`config.mk`:
```
export PLATFORM = sky130hd
export DESIGN_NAME = ripple_count_ctrl
export DESIGN_NICKNAME = d
export VERILOG_FILES = /design/src/rtl/ripple_count_ctrl.sv
export SDC_FILE = /design/constraint.sdc
export NUM_CORES = 1
export LEC_CHECK = 0
export ABC_CLOCK_PERIOD_IN_PS = 3500
export BUFFER_PORTS_ARGS = -buffer_cell sky130_fd_sc_hd__buf_2
export CORE_UTILIZATION = 45
export DETAILED_ROUTE_END_ITERATION = 6
export GPL_TIMING_DRIVEN = 0
export SLEW_MARGIN = 10
export SYNTH_ARGS = -nofsm -noshare
export SYNTH_HDL_FRONTEND = slang
export SYNTH_SLANG_ARGS = --single-unit
```
`constraint.sdc`:
```
create_clock -name clk -period 3.5 [get_ports clk]
set_clock_uncertainty 0.05 [all_clocks]
set_input_delay 1.05 -clock clk [delete_from_list [all_inputs] [get_ports clk]]
set_output_delay 1.05 -clock clk [all_outputs]
set_load 0.05 [all_outputs]
```
`src/rtl/ripple_count_ctrl.sv`:
```
// Measurement controller for a 12-bit asynchronous ripple counter: clear, gate, settle, sample, handshake.
// Optional build macro RIPPLE_CTRL_AUTORESTART_EN: start held at ack restarts directly with the latched window.
module ripple_count_ctrl #(
  parameter int WIDTH  = 12,
  parameter int GATE_W = 16,
  parameter int SETTLE = 4
) (
  input  logic              clk,
  input  logic              rst_n,
  input  logic              start_i,
  input  logic [GATE_W-1:0] window_i,
  output logic              cnt_clr_o,
  output logic              cnt_en_o,
  input  logic [WIDTH-1:0]  cnt_q_i,
  output logic              busy_o,
  output logic [WIDTH-1:0]  result_o,
  output logic              ovf_o,
  output logic              valid_o,
  input  logic              ack_i
);

  typedef enum logic [2:0] {
    S_IDLE, S_CLEAR, S_GATE, S_SETTLE, S_SAMPLE, S_VALID
  } state_e;

  localparam logic [GATE_W-1:0] SETTLE_LAST = GATE_W'(SETTLE - 1);
  localparam logic [GATE_W-1:0] ONE         = GATE_W'(1);

  state_e            state_q, state_d;
  logic [GATE_W-1:0] window_q, window_d;
  logic [GATE_W-1:0] timer_q, timer_d;
  logic [WIDTH-1:0]  sync1_q, sync1_d;
  logic [WIDTH-1:0]  sq_q, sq_d;
  logic [WIDTH-1:0]  prev_q, prev_d;
  logic [WIDTH-1:0]  result_q, result_d;
  logic              ovf_q, ovf_d;
  logic              msb_seen_q, msb_seen_d;

  always_ff @(posedge clk or negedge rst_n) begin
    if (!rst_n) begin
      state_q    <= S_IDLE;
      window_q   <= '0;
      timer_q    <= '0;
      sync1_q    <= '0;
      sq_q       <= '0;
      prev_q     <= '0;
      result_q   <= '0;
      ovf_q      <= 1'b0;
      msb_seen_q <= 1'b0;
    end else begin
      state_q    <= state_d;
      window_q   <= window_d;
      timer_q    <= timer_d;
      sync1_q    <= sync1_d;
      sq_q       <= sq_d;
      prev_q     <= prev_d;
      result_q   <= result_d;
      ovf_q      <= ovf_d;
      msb_seen_q <= msb_seen_d;
    end
  end

  always_comb begin
    state_d    = state_q;
    window_d   = window_q;
    timer_d    = timer_q;
    sync1_d    = cnt_q_i;
    sq_d       = sync1_q;
    prev_d     = prev_q;
    result_d   = result_q;
    ovf_d      = ovf_q;
    msb_seen_d = msb_seen_q;

    // Wrap detection: MSB observed high, then low on a later cycle.
    if (state_q == S_GATE || state_q == S_SETTLE || state_q == S_SAMPLE) begin
      if (sq_q[WIDTH-1]) msb_seen_d = 1'b1;
      if (msb_seen_q && !sq_q[WIDTH-1]) ovf_d = 1'b1;
    end

    case (state_q)
      S_IDLE: begin
        if (start_i) begin
          window_d = window_i;
          state_d  = S_CLEAR;
        end
      end
      S_CLEAR: begin
        // Counter is held cleared now, so drop stale pre-clear samples from the synchronizer.
        sync1_d    = '0;
        sq_d       = '0;
        ovf_d      = 1'b0;
        msb_seen_d = 1'b0;
        if (window_q == '0) begin
          state_d = S_SETTLE;
          timer_d = SETTLE_LAST;
        end else begin
          state_d = S_GATE;
          timer_d = window_q - ONE;
        end
      end
      S_GATE: begin
        if (timer_q == '0) begin
          state_d = S_SETTLE;
          timer_d = SETTLE_LAST;
        end else begin
          timer_d = timer_q - ONE;
        end
      end
      S_SETTLE: begin
        if (timer_q == '0) begin
          state_d = S_SAMPLE;
          timer_d = ONE;
        end else begin
          timer_d = timer_q - ONE;
        end
      end
      S_SAMPLE: begin
        prev_d = sq_q;
        // First sample cycle only primes prev; comparison starts on the second.
        if (timer_q != '0) begin
          timer_d = '0;
        end else if (sq_q == prev_q) begin
          result_d = sq_q;
          state_d  = S_VALID;
        end
      end
      S_VALID: begin
        if (ack_i) begin
`ifdef RIPPLE_CTRL_AUTORESTART_EN
          state_d = start_i ? S_CLEAR : S_IDLE;
`else
          state_d = S_IDLE;
`endif
        end
      end
      default: state_d = S_IDLE;
    endcase
  end

  assign cnt_clr_o = (state_q == S_CLEAR);
  assign cnt_en_o  = (state_q == S_GATE);
  assign busy_o    = (state_q != S_IDLE);
  assign valid_o   = (state_q == S_VALID);
  assign result_o  = result_q;
  assign ovf_o     = ovf_q;

endmodule

```
==> flow_summary.toml <==
[grt]
grt.overflow.total = 0
grt_max_degree = 59
grt_pass1_vias = 3053
antenna_found_initial = 0
grt_pass1_wl_um = 15000
grt_use_total_pct = 20.1

[timing]
min_period_over_period_pct = 90.3
setup_viol = 0
setup_tns_ns = 0
rsz0062_at_grt = "false"
hold_violations = 0
relSlewSlack_pct = 35.4
max_slew.worst_pin.slew_ns = 0.965
finalHoldWorstSlack_ns = 0.414
maxSlewViolCount = 0
max_freq_ghz = 0.316
final.min_clock_period_ns = 3.16

[critical_path]
path_class = "reg2out"
cp_data_required_time_ns = 2.40
cp_slowest_stage_delay_ns = 0.42
path_cells = "nor2b_1 > nor2b_1 > clkbuf_2 > clkbuf_2 > buf_2"
cp_slowest_cell = "dfrtp_1"
crit_family = "buffers and inverters"
crit_fanout = 10
cp.buffers_inverters = 3
r2r_slack_ns = 0.46
worstSetupStartpointType = "register"
end_kind = "primary output"
cp.arrival_ns = 2.06

[drt]
drt_iter0_markers = 194
vias = 3020
wire_per_inst_um = 15.5
ant_nets = 0
dr.pass1.iters = 4
drc = 0
viasPerCell = 5.41
wl_um = 8640

[cells_and_area]
syn2layout_area_growth_pct = 15.8
utilization_pct = 53.8
nNetsFinal = 479
final_cell_mix = "dfrtp_1 (85), nand2_1 (48), buf_2 (48)"
multi_input_area_mm2 = 0.00181
n_fill_cell = 771
regArea_mm2 = 0.00213
layout-drive-gt1-share_pct = 24.0
layout_commonest_cell = "dfrtp_1"
final_area_mm2 = 0.00469
n_antenna_cell = 0

[place]
dpl.hpwl_um = 6090
place_area_mm2 = 0.00445
place_congestion = 0.837
port_buffers = 48

[logic_synthesis]
syn-cell-area_mm2 = 0.00405
ys_seq_elements = 85
synth_edf_count = 0
postSynthAreaPerCell_um2 = 10.5
ys_seq_area_share_pct = 52.5
synth_area_leader_cell = "dfrtp_1"
ys_warn_count = 0
synth_fp_nets = 419
synth.area.top_cells = "dfrtp_1 (53%), mux2_2 (7.2%), nand2_1 (4.4%)"
synthCells = 385
dominantRegCellSynth = "dfrtp_1"
synth_top_area_share_pct = 52.5
synthArstFlopShare_pct = 100
ys_types = 53

[die]
start_util_pct = 46.4
die_h_um = 96.9
io_pins = 49
num_rows = 34
dieArea_mm2 = 0.00938
die_w_um = 96.9
coreArea_mm2 = 0.00872

[run]
maxCapViolCount = 0

[clock_network]
hold_buffers = 0
clkLatencyLatePin_ns = 0.36
cts_tree = "yes"
path_clk_slew_ns = 0.09
cts_sinks = 85
cts_buffers = 9
cts_buffer_depth = 2
htreeDepth = 3
root_buffer = "clkbuf_8"

[power_and_ir_drop]
power_density_mw_per_mm2 = 661
peakVddDrop_mv = 0.278
leakage_nw = 2.19

[min_path]
hold_path_class = "reg2reg"

[status]
outcome = "complete, no violations"
logic make-up after synthesis:
| family | synth area share, % |
|---|---|
| mux | 7.48 |
| fa+ha+maj | 0.618 |
| flops | 52.5 |
| compound gates | 11.1 |
| buf+inv | 2.72 |
| simple gates | 20.3 |
| xor+xnor | 5.19 |
layer usage:
layer | track usage, % | vias up | part of all wire [%]
met3 | 4.62 | 10 | 5.0
li1 | - | 1481 | -
met2 | 28.7 | 89 | 42
met4 | 7.58 | 0 | 1.4
met1 | 29.5 | 1440 | 51
met5 | 0 | - | 0
layout make-up:
type                    instances  area share (%)
clock inverters                 6            2.00
well taps                     108            2.88
flip-flops and latches         85            45.4
multi-input cells             274            38.6
repair buffers                 49            5.76
inverters                       7           0.560
clock buffers                  10            2.94
plain buffers                  19            1.84
where the power goes:
part / switching, mW / internal (mW) / leakage [nW] / total, mW
clock: 0.376 / 0.429 / 0.119 / 0.806
combinational: 0.426 / 0.410 / 1.02 / 0.836
sequential: 0.243 / 1.21 / 1.05 / 1.46
stage by stage:
stage	total power, mW	cells	setup WS (ns)
2_1_floorplan	2.05	385	0.841
3_3_place_gp	2.27	541	0.392
3_5_place_dp	2.31	542	0.349
4_1_cts	3.12	558	0.115
5_1_grt	3.30	558	0.198
6_report	3.10	558	0.338
worst paths after layout:
path | start | endpoint | cells after the start
worst max-delay path | state_q[1] | cnt_clr_o | 5
worst min-delay path | sync1_q[2] | sq_q[2] | 1
worst max register to register | timer_q[0] | result_o[9] | 9
worst min register to register | sync1_q[2] | sq_q[2] | 1
max in group asynchronous | rst_n | prev_q[2] | 2
min in group asynchronous | rst_n | timer_q[1] | 1
registers in the layout (all words and copies together), names as in the netlist:
signal	count
msb_seen_q	1
sq_q	12
sync1_q	12
state_q	3
window_q	16
timer_q	16
ovf_o	1
result_o	12
prev_q	12
cells in the mapped netlist (5+ instances only):
master,instances
dfrtp_1,85
mux2_2,26
or2_2,5
nand2b_1,5
or4_1,5
xnor2_1,6
clkbuf_1,16
a22o_1,6
inv_1,7
o21ai_0,21
nor3_1,11
or3_1,6
xor2_1,18
nor2b_1,27
o22ai_1,9
nand2_1,48
nor4_1,8
nor2_1,21
timing repair:
| item | 4_1_cts | 5_1_grt |
|---|---|---|
| setup endpoints to repair | 1 | 1 |
| resized for setup | 1 | 2 |
| setup buffers | 0 | 0 |
Note: power is estimated with default switching activity, not from simulation.
